$ cat config.mk
export PLATFORM = sky130hd
export DESIGN_NAME = rr_arbiter8_flat
export DESIGN_NICKNAME = d
export VERILOG_FILES = /design/src/rtl/arb_pkg.sv /design/src/rtl/rr_arbiter8_if.sv /design/src/rtl/Or8Way.sv /design/src/rtl/rr_pick8.sv /design/src/rtl/rr_arbiter8.sv /design/src/flat_wrapper.sv
export SDC_FILE = /design/constraint.sdc
export NUM_CORES = 1
export LEC_CHECK = 0
export CAP_MARGIN = 5
export CELL_PAD_IN_SITES_DETAIL_PLACEMENT = 1
export CELL_PAD_IN_SITES_GLOBAL_PLACEMENT = 1
export CORE_ASPECT_RATIO = 1.5
export CORE_UTILIZATION = 45
export DETAILED_ROUTE_END_ITERATION = 12
export PLACE_DENSITY = 0.94
export SYNTH_ARGS = -nofsm -noshare
export SYNTH_HDL_FRONTEND = slang
export SYNTH_SLANG_ARGS = --single-unit
$ cat constraint.sdc
create_clock -name clk -period 5.2 [get_ports clk]
set_input_delay 1.04 -clock clk [delete_from_list [all_inputs] [get_ports clk]]
set_output_delay 1.04 -clock clk [all_outputs]
set_load 0.005 [all_outputs]
$ cat src/rtl/arb_pkg.sv
// Shared types and helpers for the 8-way round-robin arbiter (rr_arbiter8).
package arb_pkg;

  localparam int unsigned N_REQ = 8;
  localparam int unsigned ID_W  = 3;

  typedef enum logic {
    ARB_IDLE  = 1'b0,
    ARB_GRANT = 1'b1
  } arb_state_e;

  function automatic logic [N_REQ-1:0] onehot8(input logic [ID_W-1:0] idx);
    return N_REQ'(1) << idx;
  endfunction

endpackage

$ cat src/rtl/rr_arbiter8_if.sv
// Client/arbiter handshake bundle: request lines in, registered grant info out.
interface rr_arbiter8_if;
  import arb_pkg::*;

  logic [N_REQ-1:0] req;
  logic [N_REQ-1:0] gnt;
  logic [ID_W-1:0]  gnt_id;
  logic             busy;
  logic             timeout;

  modport master (output req, input gnt, input gnt_id, input busy, input timeout);
  modport slave  (input req, output gnt, output gnt_id, output busy, output timeout);

endinterface

$ cat src/rtl/Or8Way.sv
// 8-input OR gate used for the arbiter's request-detect.
module Or8Way (
  input  logic [7:0] in,
  output logic       out
);

  assign out = |in;

endmodule

$ cat src/rtl/rr_pick8.sv
// Combinational round-robin pick: first set request at or after ptr, mod 8.
module rr_pick8
  import arb_pkg::*;
(
  input  logic [N_REQ-1:0] req,
  input  logic [ID_W-1:0]  ptr,
  output logic             found,
  output logic [ID_W-1:0]  idx
);

  logic [N_REQ-1:0] rot;
  logic [ID_W-1:0]  enc;

  always_comb begin
    // Rotate so ptr lands on bit 0, priority-encode, then undo the rotation.
    rot = N_REQ'({req, req} >> ptr);
    enc = '0;
    for (int unsigned i = N_REQ; i > 0; i--) begin
      if (rot[i-1]) enc = ID_W'(i - 1);
    end
    idx   = enc + ptr;
    found = |rot;
  end

endmodule

$ cat src/rtl/rr_arbiter8.sv
// 8-requester round-robin arbiter; owner holds until it drops req.
// Optional forced release after MAX_HOLD grant cycles when ARB_TIMEOUT_EN is defined.
module rr_arbiter8
  import arb_pkg::*;
#(
  parameter int unsigned MAX_HOLD = 16,
  parameter int unsigned CNT_W    = 8
) (
  input  logic          clk,
  input  logic          rst_n,
  rr_arbiter8_if.slave  bus
);

  if (MAX_HOLD < 2 || MAX_HOLD > 256 || (1 << CNT_W) < MAX_HOLD) begin : g_bad_cfg
    $error("rr_arbiter8: illegal MAX_HOLD/CNT_W combination");
  end

  arb_state_e       state_q, state_d;
  logic [N_REQ-1:0] gnt_q, gnt_d;
  logic [ID_W-1:0]  id_q, id_d;
  logic [ID_W-1:0]  ptr_q, ptr_d;
  logic             timeout_q, timeout_d;
  logic             any_req;
  logic             pick_found;
  logic [ID_W-1:0]  pick_idx;

`ifdef ARB_TIMEOUT_EN
  localparam logic [CNT_W-1:0] HOLD_LAST = CNT_W'(MAX_HOLD - 1);
  logic [CNT_W-1:0] hold_q, hold_d;
`endif

  Or8Way u_any (
    .in  (bus.req),
    .out (any_req)
  );

  rr_pick8 u_pick (
    .req   (bus.req),
    .ptr   (ptr_q),
    .found (pick_found),
    .idx   (pick_idx)
  );

  always_comb begin
    state_d   = state_q;
    gnt_d     = gnt_q;
    id_d      = id_q;
    ptr_d     = ptr_q;
    timeout_d = 1'b0;
`ifdef ARB_TIMEOUT_EN
    hold_d    = hold_q;
`endif
    case (state_q)
      ARB_IDLE: begin
        if (any_req && pick_found) begin
          state_d = ARB_GRANT;
          gnt_d   = onehot8(pick_idx);
          id_d    = pick_idx;
`ifdef ARB_TIMEOUT_EN
          hold_d  = '0;
`endif
        end
      end
      ARB_GRANT: begin
        if (!bus.req[id_q]) begin
          state_d = ARB_IDLE;
          gnt_d   = '0;
          ptr_d   = id_q + 1'b1;
        end
`ifdef ARB_TIMEOUT_EN
        else if (hold_q == HOLD_LAST) begin
          state_d   = ARB_IDLE;
          gnt_d     = '0;
          ptr_d     = id_q + 1'b1;
          timeout_d = 1'b1;
        end else begin
          hold_d = hold_q + 1'b1;
        end
`endif
      end
      default: begin
        state_d = ARB_IDLE;
        gnt_d   = '0;
      end
    endcase
  end

  always_ff @(posedge clk or negedge rst_n) begin
    if (!rst_n) begin
      state_q   <= ARB_IDLE;
      gnt_q     <= '0;
      id_q      <= '0;
      ptr_q     <= '0;
      timeout_q <= 1'b0;
`ifdef ARB_TIMEOUT_EN
      hold_q    <= '0;
`endif
    end else begin
      state_q   <= state_d;
      gnt_q     <= gnt_d;
      id_q      <= id_d;
      ptr_q     <= ptr_d;
      timeout_q <= timeout_d;
`ifdef ARB_TIMEOUT_EN
      hold_q    <= hold_d;
`endif
    end
  end

  assign bus.gnt     = gnt_q;
  assign bus.gnt_id  = id_q;
  assign bus.busy    = |gnt_q;
  assign bus.timeout = timeout_q;

endmodule

$ cat src/flat_wrapper.sv
// flat-port wrapper written by rule: the top's interface ports become plain ports
module rr_arbiter8_flat import arb_pkg::*;
#(
  parameter int unsigned MAX_HOLD = 16,
  parameter int unsigned CNT_W    = 8
)
  (clk, rst_n, bus_req, bus_gnt, bus_gnt_id, bus_busy, bus_timeout);
  rr_arbiter8_if bus_i ();
  input  logic clk;
  input  logic rst_n;
  input wire logic [$bits(bus_i.req)-1:0] bus_req;
  output wire logic [$bits(bus_i.gnt)-1:0] bus_gnt;
  output wire logic [$bits(bus_i.gnt_id)-1:0] bus_gnt_id;
  output wire logic [$bits(bus_i.busy)-1:0] bus_busy;
  output wire logic [$bits(bus_i.timeout)-1:0] bus_timeout;
  assign bus_i.req = bus_req;
  assign bus_gnt = bus_i.gnt;
  assign bus_gnt_id = bus_i.gnt_id;
  assign bus_busy = bus_i.busy;
  assign bus_timeout = bus_i.timeout;
  rr_arbiter8 #(.MAX_HOLD(MAX_HOLD), .CNT_W(CNT_W)) u_core (.clk(clk), .rst_n(rst_n), .bus(bus_i));
endmodule
**Yosys cells after proc, flatten, opt, wreduce, memory -nomap -nowiden**

Index checks and enable logic that the tools add are counted.

- Output and inout bits: 13
- Flip-flop bits (word level): 15
- Input bits: 10

- Bitwise operators: 2
- Add/subtract/negate cells: 2
- Equality and inequality tests: 2
- Reduce and logical (&&, ||, !) cells: 7
- Shift operators: 2
- Muxes and demuxes: 16
- Magnitude comparators: 1

Operators with widths:

| cell | count |
|---|---|
| 3-bit two-way mux | 8 |
| 8-bit OR reduction | 3 |
| 8-bit two-way mux | 2 |
| 8-bit one-hot mux with 2 select lines | 1 |
| 16-bit by 3-bit right shift with 8-bit output | 1 |
| 1-bit by 3-bit << shifter with 8-bit output, first input constant | 1 |
| 2-bit AND reduction | 3 |
| 3-bit by 4-bit < comparator with 1-bit output, second input constant | 1 |
| 3-bit by 1-bit adder with 3-bit output, second input constant | 1 |
| 3-bit adder | 1 |
| 1-bit binary-select mux with 3-bit select | 1 |
| 1-bit two-way mux | 3 |
| 2-bit by 1-bit != test with 1-bit output, second input constant | 1 |
| 2-bit != test, second input constant | 1 |
| 1-bit inverter | 2 |
| 1-bit one-hot mux with 2 select lines | 1 |
| 1-bit logical AND | 1 |

**Longest topological paths before layout**

Gate-level depths: netlist of run 1.

- Depth in word-level cells: 13
- Mapped depth: 14

**Cells and area by module**

Synthesis of run 1 repeated with hierarchy kept, for this count alone.

- Cells, all modules: 150
- Area, all modules: 1418.9 um^2

Modules (own cells, without submodules):

| module | sequential area each (um^2) | cells an instance | area an instance (um^2) | times used |
|---|---|---|---|---|
| rr_arbiter8 | 375.4 | 76 | 750.7 | 1 |
| rr_pick8 | 0.0 | 71 | 651.9 | 1 |
| Or8Way | 0.0 | 3 | 16.3 | 1 |

**Least setup slack after synthesis of run 1**

Ideal clock, no wire load.

- Path kind: input-to-reg
- From: in bus_req[7]
- To: reg u_core.id_q[2] (netlist: u_core.bus.gnt_id[2])
- Setup time: 0.125 ns
- Stages on the path: 13
- Arrival time: 3.425 ns
- Buffers on the path: 1
- Path slack: 1.650 ns
- Data required time: 5.075 ns
- Cell sequence: clkbuf_1 mux4_2 nor2_1 o21ai_0 a21oi_1 o22ai_1 nand2_1 ha_1 inv_1 fa_1 xnor2_1 xnor2_2 mux2_2

- Word-level cells in the longest chain between the ends: 10
- Elaborated cells between the ends (all ways): 14

RTL lines:

| item | RTL line | RTL |
|---|---|---|
| from (decl) | flat_wrapper.sv:11 | `input wire logic [$bits(bus_i.req)-1:0] bus_req;` |
| 16-bit by 3-bit right shift with 8-bit output | rr_pick8.sv:16 | `rot = N_REQ'({req, req} >> ptr);` |
| 3-bit two-way mux (8 in a row) | rr_pick8.sv:19 | `if (rot[i-1]) enc = ID_W'(i - 1);` |
| 3-bit adder | rr_pick8.sv:21 | `idx = enc + ptr;` |
| to (signal assigned) | rr_arbiter8.sv:101 | `id_q <= id_d;` |
| to (decl) | rr_arbiter8.sv:20 | `logic [ID_W-1:0] id_q, id_d;` |

Several ways; a longest one is shown, not always the timed one.
A chain may end at the register's enable or synchronous reset.

**Worst setup path in the final report of run 1**

- From: in bus_req[7]
- To: reg u_core.gnt_q[6] (netlist: u_core.bus.gnt[6])

- Word-level cells in the longest chain between the ends: 13
- Elaborated cells between the ends (all ways): 21

RTL lines:

| item | RTL line | RTL |
|---|---|---|
| 16-bit by 3-bit right shift with 8-bit output | rr_pick8.sv:16 |  |
| 3-bit two-way mux (8 in a row) | rr_pick8.sv:19 |  |
| 3-bit adder | rr_pick8.sv:21 |  |
| 1-bit by 3-bit << shifter with 8-bit output | arb_pkg.sv:13 | `return N_REQ'(1) << idx;` |
| 8-bit two-way mux | rr_arbiter8.sv:55 | `if (any_req && pick_found) begin` |
| 8-bit one-hot mux with 2 select lines | rr_arbiter8.sv:53 | `case (state_q)` |
| to (signal assigned) | rr_arbiter8.sv:100 | `gnt_q <= gnt_d;` |
| to (decl) | rr_arbiter8.sv:19 | `logic [N_REQ-1:0] gnt_q, gnt_d;` |

Several ways; a longest one is shown, not always the timed one. The select of a mux whose other input is x is not followed.

==> results of run 1 <==
[sequential cells by signal, summed over array words and instances, names as in the netlist]
register and count:
u_core.bus.gnt 8, u_core.ptr_q 3, u_core.state_q 1, u_core.bus.gnt_id 3
[final cells by class]
cell class              instances  area [µm²]
multi-input cells             113         988
fillers                       383        1500
clock buffers                   4        45.0
flip-flops and latches         15         375
inverters                       7        26.3
repair buffers                 21         210
well taps                      40        50.0
[worst max path at each step]
stage / startpoint / endpoint / slack, ns / cells after the start
final: bus_req[7] / u_core.bus.gnt[6]$_DFFE_PN0P_ / 1.02 / 13
after detailed placement: bus_req[5] / u_core.bus.gnt[7]$_DFFE_PN0P_ / 0.77 / 13
after CTS: bus_req[5] / u_core.bus.gnt[6]$_DFFE_PN0P_ / 1.03 / 13
after global placement: bus_req[5] / u_core.bus.gnt_id[2]$_DFFE_PN0P_ / 1.06 / 13
after floorplan: bus_req[7] / u_core.bus.gnt_id[2]$_DFFE_PN0P_ / 1.65 / 13
after global routing: bus_req[7] / u_core.bus.gnt[6]$_DFFE_PN0P_ / 0.86 / 13
[critical path: cells and delay by family]
family                     cells  cell delay (ns)
muxes                          1             0.61
buffers and inverters          2             0.68
xor gates and xnor gates       2             0.55
and+or+nand+nor                2             0.32
AOI/OAI and AO/OA              4             0.63
adders and majority gates      2             0.53
[logic make-up after synthesis]
group | share of synthesized area [%]
compound gates | 11.9
buf+inv | 11.0
fa+ha+maj | 2.94
flops | 24.5
xor+xnor | 2.20
mux | 18.2
other cells | 0.245
simple gates | 29.0
[metrics by stage]
stage	std cells	utilization (%)
6_report	200	53.1
3_3_place_gp	196	51.7
3_5_place_dp	196	51.7
2_1_floorplan	151	-
4_1_cts	200	53.1
5_1_grt	200	53.1
[cells in the mapped netlist, types with 2 or more instances]
| library cell | n |
|---|---|
| o21ai_0 | 4 |
| a32o_1 | 3 |
| a21oi_1 | 3 |
| nand3_1 | 3 |
| mux2i_1 | 2 |
| nand2b_1 | 2 |
| ha_1 | 2 |
| mux2_2 | 2 |
| inv_1 | 7 |
| nor3b_2 | 7 |
| nor4_1 | 8 |
| o2bb2ai_1 | 4 |
| buf_6 | 3 |
| mux4_2 | 10 |
| dfrtp_1 | 15 |
| nand2_1 | 9 |
| nor2_1 | 5 |
| a31oi_2 | 2 |
| nor3_1 | 21 |
| nor3_2 | 2 |
| xnor2_1 | 2 |
| buf_2 | 6 |
| buf_4 | 4 |
| nor2b_1 | 3 |
[power by group through the flow]
stage / Clock (µW) / Sequential, µW / Combinational, µW
finish: 95.5 / 273 / 798
CTS: 98.8 / 274 / 801
global route: 101 / 289 / 876
detailed placement: 0 / 275 / 793
floorplan: 0 / 198 / 693
global placement: 0 / 268 / 737
[routing by layer]
metal / wire, µm / GRT usage (%) / up-vias
li1: - / - / 588
met1: 1490 / 27.9 / 660
met2: 2250 / 46.4 / 41
met3: 108 / 1.04 / 12
met4: 124 / 17.1 / 0
met5: 0 / 0 / -
[layout by cell type, fill, tap and decap left out, types with 2 or more instances in the layout]
| master | synthesis | final |
|---|---|---|
| a21oi_1 | 3 | 3 |
| a31oi_2 | 2 | 2 |
| a32o_1 | 3 | 3 |
| clkbuf_8 | 0 | 3 |
| clkdlybuf4s50_1 | 0 | 21 |
| dfrtp_1 | 15 | 15 |
| ha_1 | 2 | 2 |
| inv_1 | 7 | 7 |
| mux2_2 | 2 | 2 |
| mux2i_1 | 2 | 2 |
| mux4_2 | 10 | 10 |
| nand2_1 | 9 | 9 |
| nand2b_1 | 2 | 2 |
| nand3_1 | 3 | 3 |
| nor2_1 | 5 | 5 |
| nor2b_1 | 3 | 3 |
| nor3_1 | 21 | 21 |
| nor3_2 | 2 | 2 |
| nor3b_2 | 7 | 7 |
| nor4_1 | 8 | 8 |
| o21ai_0 | 4 | 4 |
| o2bb2ai_1 | 4 | 4 |
| xnor2_1 | 2 | 2 |
==> results.sh, run 1 <==
export IMPL_dp_hpwl_um=2950
export IMPL_fmax_ghz=0.240
export IMPL_ant_nets=0
export IMPL_finClkSkew_ns=0.00155
export IMPL_final_setup_viol_count=0
export IMPL_clock_latency_ns=0.25
export IMPL_synth_area_um2=1530
export IMPL_power_frac_seq_pct=23.4
export IMPL_synth_edf_count=0
export IMPL_cts_tree="yes"
export IMPL_fin_ws_ns=1.02
export IMPL_cts_buffers=3
export IMPL_power_internal_uw=605
export IMPL_ys_top_cells_by_area="dfrtp_1 (24%), mux4_2 (15%), nor3_1 (6.9%), nor3b_2 (5.7%), nor4_1 (3.3%)"
export IMPL_synth_top_area_share_pct=24.5
export IMPL_end_kind="flip-flop"
export IMPL_yosysWarnings=0
export IMPL_cp_slowest_cell="clkdlybuf4s50_1"
export IMPL_fin_hold_ws_ns=0.523
export IMPL_antenna_found_initial=0
export IMPL_antenna_cells=0
export IMPL_crit_fanout=10
export IMPL_die_y_um=73.5
export IMPL_num_rows=25
export IMPL_drtIter0Drc=22
export IMPL_io_pins=23
export IMPL_synthArstFlopShare_pct=100
export IMPL_p_comb_share_pct=68.4
export IMPL_finalCritPeriodShare_pct=80.3
export IMPL_vias=1301
export IMPL_cts_sinks=15
export IMPL_min_path_cells=1
export IMPL_drv_cap=0
export IMPL_cp_arrival_ns=4.36
export IMPL_port_buffers=21
export IMPL_hold_viol=0
export IMPL_pwr_share_clk_pct=8.2
export IMPL_critPathMaxStageDelay_ns=0.63
export IMPL_wl_per_cell_um=19.9
export IMPL_htreeDepth=1
export IMPL_relSlewSlack_pct=35.6
export IMPL_synthFlopType="dfrtp_1"
export IMPL_startpoint_type="input port"
export IMPL_rr_worst_depth=12
export IMPL_grt_pass1_wl_um=6780
export IMPL_gp_congestion=0.923
export IMPL_drcViolationCount=0
export IMPL_path_clk_slew_ns=0.06
export IMPL_fin_crit_ns=4.18
export IMPL_synth_cell_types=46
export IMPL_dr_pass1_iters=4
export IMPL_p_leak_uw=0.000617
export IMPL_outcome="completed"
export IMPL_cts_root_buf="clkbuf_8"
export IMPL_synth_seq_cells=15
export IMPL_cp_cell_sequence="clkdlybuf4s50_1, mux4_2, nor2_1, o21ai_0, a21oi_1, o22ai_1, nand2_1, ha_1, inv_1, fa_1, xnor2_1, xnor2_2, a32o_1"
export IMPL_dp_worst_setup_slack_ns=0.773
export IMPL_synth_net_count=164
export IMPL_r2r_start="u_core.ptr_q[1]$_DFFE_PN0P_"
export IMPL_yosys_area_top_type="dfrtp_1"
export IMPL_hold_start="u_core.bus.gnt[1]$_DFFE_PN0P_"
export IMPL_postCtsHoldBufs=0
export IMPL_power_uw=1170
export IMPL_post_cts_resized_instances=0
export IMPL_grt_pass1_vias=1407
export IMPL_p_per_area_nw_per_um2=689
export IMPL_die_w_um=49.7
export IMPL_dpl_cell_area_um2=1650
export IMPL_via_per_inst=6.51
export IMPL_syn_inst=151
export IMPL_seq_area_frac_synth_pct=24.5
export IMPL_start_util_pct=48.0
export IMPL_peakVddDrop_mv=0.261
export IMPL_r2r_end="u_core.bus.gnt[6]$_DFFE_PN0P_"
export IMPL_swShare_pct=48.2
export IMPL_overflow=0
export IMPL_grtUsageTotal_pct=25.3
export IMPL_power_switching_uw=562
export IMPL_setup_tns_ns=0
export IMPL_rrSetupSlack_ns=1.43
export IMPL_required_ns=5.39
export IMPL_syn_to_final_growth_pct=10.6
export IMPL_avgSynthCellArea_um2=10.2
export IMPL_clk_path_buf_depth=2
export IMPL_grt_max_degree=31
export IMPL_layout_drive_gt1_share_pct=20.0
export IMPL_core_area_um2=3190
export IMPL_whs_endpoint="u_core.bus.gnt[1]$_DFFE_PN0P_"
export IMPL_postCtsSetupRepairBufs=0
export IMPL_drv_slew=0
export IMPL_finalWirelength_um=3970
export IMPL_path_class="input port to flip-flop"
export IMPL_finalNetCount=174
export IMPL_hold_class="flip-flop to flip-flop"
export IMPL_tightest_slew_ns=0.966
export IMPL_die_area_um2=3650
export IMPL_final_cell_area_um2=1700
export IMPL_rsz0062_at_grt="false"
Note: power is estimated with default switching activity, not from simulation.
==> run 2, diff against run 1 <==
--- a/config.mk
+++ b/config.mk
@@ -9,9 +9,9 @@
 export CELL_PAD_IN_SITES_DETAIL_PLACEMENT = 1
 export CELL_PAD_IN_SITES_GLOBAL_PLACEMENT = 1
 export CORE_ASPECT_RATIO = 1.5
-export CORE_UTILIZATION = 45
+export CORE_UTILIZATION = 42
 export DETAILED_ROUTE_END_ITERATION = 12
-export PLACE_DENSITY = 0.94
+export PLACE_DENSITY = 0.9
 export SYNTH_ARGS = -nofsm -noshare
 export SYNTH_HDL_FRONTEND = slang
 export SYNTH_SLANG_ARGS = --single-unit
==> constraint.sdc (replaced) <==
create_clock -name clk -period 4.2 [get_ports clk]
set_input_delay 0.84 -clock clk [delete_from_list [all_inputs] [get_ports clk]]
set_output_delay 0.84 -clock clk [all_outputs]
set_load 0.005 [all_outputs]
==> run 2 against run 1 <==
- clock-buffer cell count down 1
- worst setup slack worse by 0.72 ns
- cell area up 1.5%
- final cell count up 2.5%
- flip-flop and latch count unchanged
- die area up 6.9%
- combinational power up 27%
- sequential power up 19%
- routed wire length down 1.1%
- clock skew up 0.00078 ns
- first-iteration DRC count up 9.1%
- largest power group unchanged
- global-route usage down 2.6 points
==> results.sh, run 2 (synthesis results as in run 1) <==
export IMPL_cp_cell_sequence="clkdlybuf4s50_1, mux4_2, nor2_1, o21ai_0, a21oi_1, o22ai_1, nand2_1, ha_1, inv_1, fa_1, xnor2_1, xnor2_2, a32o_1"
export IMPL_fin_crit_ns=3.90
export IMPL_cts_buffers=3
export IMPL_relSlewSlack_pct=50.6
export IMPL_fin_ws_ns=0.301
export IMPL_final_cell_area_um2=1720
export IMPL_cp_slowest_cell="clkdlybuf4s50_1"
export IMPL_syn_to_final_growth_pct=12.3
export IMPL_drv_cap=0
export IMPL_hold_start="u_core.bus.gnt[2]$_DFFE_PN0P_"
export IMPL_drv_slew=0
export IMPL_gp_congestion=0.871
export IMPL_cts_root_buf="clkbuf_8"
export IMPL_final_setup_viol_count=0
export IMPL_clk_path_buf_depth=2
export IMPL_cp_arrival_ns=4.09
export IMPL_ant_nets=0
export IMPL_dpl_cell_area_um2=1680
export IMPL_start_util_pct=44.4
export IMPL_hold_class="flip-flop to flip-flop"
export IMPL_rsz0062_at_grt="false"
export IMPL_postCtsSetupRepairBufs=0
export IMPL_io_pins=23
export IMPL_p_per_area_nw_per_um2=841
export IMPL_rrSetupSlack_ns=0.68
export IMPL_drcViolationCount=0
export IMPL_hold_viol=0
export IMPL_core_area_um2=3450
export IMPL_finalCritPeriodShare_pct=92.8
export IMPL_vias=1278
export IMPL_p_leak_uw=0.000634
export IMPL_tightest_slew_ns=0.741
export IMPL_wl_per_cell_um=19.2
export IMPL_dp_worst_setup_slack_ns=0.0461
export IMPL_port_buffers=21
export IMPL_overflow=0
export IMPL_finalWirelength_um=3930
export IMPL_setup_tns_ns=0
export IMPL_die_area_um2=3900
export IMPL_num_rows=26
export IMPL_dp_hpwl_um=3100
export IMPL_outcome="completed"
export IMPL_antenna_found_initial=0
export IMPL_crit_fanout=10
export IMPL_cts_tree="yes"
export IMPL_whs_endpoint="u_core.bus.gnt[2]$_DFFE_PN0P_"
export IMPL_r2r_end="u_core.bus.gnt[4]$_DFFE_PN0P_"
export IMPL_die_w_um=51.3
export IMPL_via_per_inst=6.23
export IMPL_antenna_cells=0
export IMPL_grt_pass1_vias=1351
export IMPL_layout_common_cells="nor3_1 (21), clkdlybuf4s50_1 (21), dfrtp_1 (15), mux4_2 (10), nand2_1 (9)"
export IMPL_htreeDepth=1
export IMPL_clock_latency_ns=0.25
export IMPL_r2r_start="u_core.ptr_q[1]$_DFFE_PN0P_"
export IMPL_path_clk_slew_ns=0.06
export IMPL_startpoint_type="input port"
export IMPL_required_ns=4.39
export IMPL_postCtsHoldBufs=0
export IMPL_largest_reg_flops=8
export IMPL_finalNetCount=177
export IMPL_critPathMaxStageDelay_ns=0.64
export IMPL_rr_worst_depth=10
export IMPL_end_kind="flip-flop"
export IMPL_grt_max_degree=19
export IMPL_cts_sinks=15
export IMPL_post_cts_resized_instances=0
export IMPL_grtUsageTotal_pct=22.8
export IMPL_dr_pass1_iters=4
export IMPL_drtIter0Drc=24
export IMPL_layout_drive_gt1_share_pct=22.1
export IMPL_grt_pass1_wl_um=6730
export IMPL_finClkSkew_ns=0.00233
export IMPL_min_path_cells=1
export IMPL_peakVddDrop_mv=0.344
export IMPL_fmax_ghz=0.256
export IMPL_path_class="input port to flip-flop"
export IMPL_die_y_um=76.0
-- run 2: changes by cell type in the layout (fill, tap and decap cells not counted) --
cell / before / now
buf_4: 0 / 3
clkbuf_1: 1 / 0
clkinv_2: 0 / 1
-- run 2: report_power, final --
group,internal [µW],switching (µW)
Clock,65.8,53.9
Sequential,196,128
Combinational,492,513
-- run 2: final cells by class --
| class | instances | area (µm²) |
|---|---|---|
| Clock buffer | 3 | 41.3 |
| Clock inverter | 1 | 5.00 |
| Fill cell | 416 | 1730 |
| Inverter | 7 | 26.3 |
| Multi-Input combinational cell | 113 | 988 |
| Sequential cell | 15 | 375 |
| Tap cell | 42 | 52.6 |
| Timing Repair Buffer | 24 | 233 |
-- run 2: how the worst max path moves through the flow --
stage / from / end / slack (ns) / depth (start not counted)
after floorplan: bus_req[7] / u_core.bus.gnt_id[2]$_DFFE_PN0P_ / 0.85 / 13
after global placement: bus_req[2] / u_core.bus.gnt_id[2]$_DFFE_PN0P_ / 0.26 / 13
after global routing: bus_req[3] / u_core.bus.gnt[7]$_DFFE_PN0P_ / 0.07 / 13
after detailed placement: bus_req[2] / u_core.bus.gnt[7]$_DFFE_PN0P_ / 0.05 / 13
after CTS: bus_req[3] / u_core.bus.gnt[7]$_DFFE_PN0P_ / 0.30 / 13
final: bus_req[3] / u_core.bus.gnt[4]$_DFFE_PN0P_ / 0.30 / 13
-- run 2: metrics by stage --
stage / hold WS, ns / utilization [%] / std cells / power (µW)
after floorplan: 0.501 / - / 151 / 1100
after detailed placement: 0.517 / 48.6 / 201 / 1330
after global placement: 0.508 / 48.6 / 201 / 1250
after global routing: 0.548 / 49.9 / 205 / 1580
after CTS: 0.536 / 49.9 / 205 / 1460
final: 0.531 / 49.9 / 205 / 1450
-- run 2: worst max-delay path, delay by kind of cell --
kind	cells	cell delay, ns
AO/OA/AOI/OAI	4	0.62
AND/OR/NAND/NOR	2	0.27
buffers and inverters	2	0.70
XOR/XNOR	2	0.56
multiplexers	1	0.58
adder cells (fa/ha/maj)	2	0.53
-- run 2: layer usage --
layer  vias to the layer above  global-route usage [%]  wire (µm)  share of wire [%]
met5                         -                       0          0                  0
li1                        598                       -          -                  -
met4                         0                    9.19         60                1.5
met3                         6                    2.00         91                2.3
met1                       642                    26.6       1500                 38
met2                        32                    41.1       2280                 58
